[config.mk]
export PLATFORM = sky130hd
export DESIGN_NAME = reaction_timer_fsm
export DESIGN_NICKNAME = d
export VERILOG_FILES = /design/src/rtl/reaction_timer_fsm.sv
export SDC_FILE = /design/constraint.sdc
export NUM_CORES = 1
export LEC_CHECK = 0
export CAP_MARGIN = 0
export CORE_AREA = 10 10 115 117
export CTS_BUF_LIST = sky130_fd_sc_hd__clkbuf_4 sky130_fd_sc_hd__clkbuf_8
export CTS_CLUSTER_DIAMETER = 80
export CTS_CLUSTER_SIZE = 10
export DETAILED_ROUTE_END_ITERATION = 6
export DIE_AREA = 0 0 125 127
export GPL_TIMING_DRIVEN = 0
export PLACE_DENSITY = 0.56
export SLEW_MARGIN = 20
export SYNTH_ARGS = -nofsm -noshare
export SYNTH_HDL_FRONTEND = slang
export SYNTH_SLANG_ARGS = --single-unit
[constraint.sdc]
create_clock -name clk -period 2.93 [get_ports clk]
set_clock_uncertainty 0.15 [all_clocks]
set_input_delay 0.586 -clock clk [delete_from_list [all_inputs] [get_ports clk]]
set_output_delay 0.586 -clock clk [all_outputs]
set_load 0.01 [all_outputs]
[src/rtl/reaction_timer_fsm.sv]
// reaction_timer_fsm: control and measurement stage of the reaction-timer stopwatch.
// Waits a pseudo-random interval after a start press, lights the GO LED, then
// counts 1 kHz ticks as a 4-digit BCD millisecond value until react is pressed.
// False starts (react during the wait) and time-outs (9.999 s) are flagged.
//
// Optional feature: define RT_BEST_TIME_EN to build the best-time register;
// otherwise best_bcd is the constant 16'h9999.
//
// Ports:
//   clk          system clock, rising edge
//   reset        asynchronous active-high reset
//   tick         1-clk pulse at 1 kHz
//   start        debounced start button (level)
//   react        debounced reaction button (level)
//   rand_val     LFSR value, sampled on the start edge only
//   state        IDLE=00, WAIT=01, RUN=10, DONE=11
//   led_go       high only in RUN
//   time_bcd     measured time {sec, 100ms, 10ms, 1ms} in BCD
//   false_start  react pressed during WAIT
//   timeout      RUN reached 9.999 s without react
//   best_bcd     best valid time since reset
module reaction_timer_fsm #(
    parameter int unsigned BASE_DELAY_MS = 1000,
    parameter int unsigned RAND_SCALE    = 16,
    parameter int unsigned DLY_W         = 16
) (
    input  logic        clk,
    input  logic        reset,
    input  logic        tick,
    input  logic        start,
    input  logic        react,
    input  logic [6:0]  rand_val,
    output logic [1:0]  state,
    output logic        led_go,
    output logic [15:0] time_bcd,
    output logic        false_start,
    output logic        timeout,
    output logic [15:0] best_bcd
);

    typedef enum logic [1:0] {
        S_IDLE = 2'b00,
        S_WAIT = 2'b01,
        S_RUN  = 2'b10,
        S_DONE = 2'b11
    } state_t;

    state_t             state_q;
    logic               start_q;
    logic               react_q;
    logic [DLY_W-1:0]   dly;

    logic               start_edge_c;
    logic               react_edge_c;
    logic [DLY_W-1:0]   dly_load_c;

    // Button history resets to 1 so a button held through reset does not fire.
    assign start_edge_c = start & ~start_q;
    assign react_edge_c = react & ~react_q;

    assign dly_load_c = DLY_W'(BASE_DELAY_MS) + DLY_W'(rand_val) * DLY_W'(RAND_SCALE);

    assign state = state_q;

    // Four-digit BCD increment with ripple carry; caller handles 9999.
    function automatic logic [15:0] bcd_inc(input logic [15:0] v);
        logic [15:0] r;
        logic        carry;
        r     = v;
        carry = 1'b1;
        for (int i = 0; i < 4; i++) begin
            if (carry) begin
                if (r[4*i +: 4] == 4'd9) begin
                    r[4*i +: 4] = 4'd0;
                end else begin
                    r[4*i +: 4] = r[4*i +: 4] + 4'd1;
                    carry       = 1'b0;
                end
            end
        end
        return r;
    endfunction

`ifndef RT_BEST_TIME_EN
    assign best_bcd = 16'h9999;
`endif

    // Round control FSM; react edges take precedence over a coincident tick.
    always_ff @(posedge clk or posedge reset) begin
        if (reset) begin
            state_q     <= S_IDLE;
            led_go      <= 1'b0;
            time_bcd    <= 16'h0000;
            false_start <= 1'b0;
            timeout     <= 1'b0;
            dly         <= '0;
            start_q     <= 1'b1;
            react_q     <= 1'b1;
`ifdef RT_BEST_TIME_EN
            best_bcd    <= 16'h9999;
`endif
        end else begin
            start_q <= start;
            react_q <= react;
            case (state_q)
                S_IDLE, S_DONE: begin
                    if (start_edge_c) begin
                        dly         <= dly_load_c;
                        time_bcd    <= 16'h0000;
                        false_start <= 1'b0;
                        timeout     <= 1'b0;
                        state_q     <= S_WAIT;
                    end
                end
                S_WAIT: begin
                    if (react_edge_c) begin
                        false_start <= 1'b1;
                        state_q     <= S_DONE;
                    end else if (tick) begin
                        // A load of 0 or 1 still spends one tick in WAIT.
                        if (dly <= DLY_W'(1)) begin
                            dly     <= '0;
                            led_go  <= 1'b1;
                            state_q <= S_RUN;
                        end else begin
                            dly <= dly - DLY_W'(1);
                        end
                    end
                end
                S_RUN: begin
                    if (react_edge_c) begin
                        led_go  <= 1'b0;
                        state_q <= S_DONE;
`ifdef RT_BEST_TIME_EN
                        // Unsigned compare orders BCD values correctly.
                        if (time_bcd < best_bcd) begin
                            best_bcd <= time_bcd;
                        end
`endif
                    end else if (tick) begin
                        if (time_bcd == 16'h9999) begin
                            led_go  <= 1'b0;
                            timeout <= 1'b1;
                            state_q <= S_DONE;
                        end else begin
                            time_bcd <= bcd_inc(time_bcd);
                        end
                    end
                end
                default: begin
                    state_q <= S_IDLE;
                end
            endcase
        end
    end

endmodule

==> run metrics <==
fmax=366 MHz; PortBufs=32; Clk Latency, worst-skew pair=300 ps; Clock Path Buffers=2; Slew headroom=0.468; power share of the clock group=0.139; GP Congestion=0.833; Slew @ Worst Pin=789 ps; R2R Path End=dly[2]; top cells by area, synth=dfrtp_1, ha_1, buf_4, nand2_1, a21oi_1; die width=125 um; Hold Path Origin=dly[14]; switching power=1.36 mW; asr flop ratio synth=1.00; worst path cell trace=clkdlybuf4s50_1, nand2b_1, and3_1, o21ai_0, buf_2, nand2_1, o311ai_2; R2R depth=8; final instance area=3370 um^2; required time worst endpoint=2980 ps; commonest non-fill, non-tap cell in the layout=dfrtp_1; final setup violation count=0; Cell Area, Placed=3270 um^2; TritonCTS buffer count=5; worst min path class=reg -> reg; status=complete, no violations; Pint=1.49 mW; Vias/cell=4.86; Netlist cell types=61; CTS Sinks=39; synthesized area per cell=8.94 um^2; #FFs+latches synth=39; Synth top area share=0.343; post-cts repair resize count=0; Setup Fix Bufs, Post-CTS=0; Syn-to-layout area delta=24.7%; Routed WL per cell=14.7 um; TritonCTS clock tree=yes; hold_buf cts=0; reg-to-reg slack, setup=370 ps; reg-to-reg critical path startpoint=state[1]; post-DP HPWL=5540 um; total die area=15900 um^2; register area share after synthesis=0.363; Final ANT Viol Nets=0; via count=2432; layout cells sized above 1=0.126; Post-synth EDFFs=0; fin. max-slew vios=0; peak supply drop=413 uV; total power=2.85 mW; first-pass GRT wire length=12300 um; Tot GR Track Use=0.0910; slowest stage delay, CP=640 ps; area of the core=11100 um^2; die span in y=127 um; DRT iter0 DRCs=152; H-tree Lvls=2; Root Buffer=clkbuf_8; DR pass1 iterations=4; LEAKAGE=1.40 nW; unrepaired setup endpoints after global routing=false; most frequent cells in the layout=dfrtp_1, clkdlybuf4s50_1, nand2_1, a21oi_1, o21ai_0; clock-pin slew on the worst setup and hold paths=70 ps; mapped cell area=2700 um^2; I/O Pins=49; Overflow after GRT=0; sequential power share=0.310; WHS Endpoint=dly[14]; Residual DRC=0; crit end category=register; Logic pwr share=0.551; largest net degree at the start of global routing=31; critical path type=in -> reg; Finished Core Util=0.303; leading area contributor after synthesis=dfrtp_1; crit share post-route=0.932; yosys warns=0; Inserted Diodes=0; WHS Path Cells=1; Final nets=381; element type at the critical path start=input pin; FP Rows=39; Power Density=847 nW/um^2; Hold Vio Cnt, Final=0; CP max-delay cell=o21ai_0; CP Max Fanout=10; Max Cap Violations=0; initial antenna violation count=0; Initial Utilization=0.243; Syn Inst Count=302; Routed WL=7330 um; CP Data Arrival Time=2780 ps; min Tclk post-route=2730 ps; sw frac=0.478; vias in the first global route=2465; Main synth FF type=dfrtp_1
==> state kept, by name (all words and copies together), names as in the netlist <==
register / flops
false_start: 1
start_q: 1
react_q: 1
time_bcd: 16
state: 2
led_go: 1
dly: 16
timeout: 1
==> worst max-delay path, delay by kind of cell <==
family / cells / cell delay, ps
buffers and inverters: 2 / 880
AOI/OAI and AO/OA: 2 / 720
and+or+nand+nor: 3 / 590
==> Yosys cell counts, drive strengths merged, types with 4 or more instances <==
master / count
o311ai: 4
nand3b: 5
a21oi: 20
xnor2: 4
inv: 15
ha: 13
nor3: 13
nand2: 28
nor2: 12
dfrtp: 37
nand3: 15
a21o: 4
o221ai: 5
clkbuf: 6
buf: 20
or4: 4
o21ai: 21
nand4: 7
nor4: 6
or3: 5
==> cell type report <==
| class | instances | area, um^2 |
|---|---|---|
| tap | 143 | 179 |
| inverter | 15 | 56.3 |
| sequential | 39 | 978 |
| fill | 1199 | 7760 |
| buffer | 26 | 169 |
| timing repair buffer | 33 | 340 |
| clock buffer | 7 | 90.1 |
| multi-input combinational | 236 | 1550 |
| clock inverter | 1 | 5.00 |
==> stage by stage <==
stage	instances	hold WS (ps)	TNS, ps	setup slack [ps]
after floorplan	316	316	0	744
after global placement	491	340	-555	-76.8
after detailed placement	492	342	-754	-91.1
after CTS	500	361	0	243
after global routing	500	385	0	21.8
final	500	364	0	200
==> power groups by stage <==
stage / clock (mW) / sequential, mW / combinational (mW)
6_report: 0.395 / 0.884 / 1.57
5_1_grt: 0.432 / 0.915 / 1.77
4_1_cts: 0.407 / 0.883 / 1.58
3_5_place_dp: 0 / 0.891 / 1.57
3_3_place_gp: 0 / 0.881 / 1.56
2_1_floorplan: 0 / 0.871 / 1.09
==> layer usage <==
metal / routed length [um] / vias to the layer above / GRT usage / share of wire
met5: 0 / - / 0 / 0
met4: 142 / 0 / 0.0400 / 0.019
met3: 350 / 10 / 0.0219 / 0.048
met2: 3360 / 57 / 0.142 / 0.46
met1: 3470 / 1165 / 0.117 / 0.47
li1: - / 1200 / - / -
==> worst max-delay path by stage <==
stage,depth (start not counted),to,startpoint
finish,7,dly[2],react
floorplan,8,time_bcd[15],state[0]
CTS,7,dly[2],react
global placement,7,dly[7],react
global route,7,dly[2],react
detailed placement,7,dly[7],react
==> cells by family (layout without fill, tap and decap cells) <==
logic type | count (synthesis) | in the layout | synth area share
compound gates | 85 | 85 | 0.222
xor+xnor | 6 | 6 | 0.0195
fa+ha+maj | 13 | 13 | 0.0603
buf+inv | 41 | 82 | 0.0834
flops | 39 | 39 | 0.363
mux | 5 | 5 | 0.0195
other cells | 2 | 16 | 0.00278
simple gates | 111 | 111 | 0.230
(Power assumes the default switching activity.)
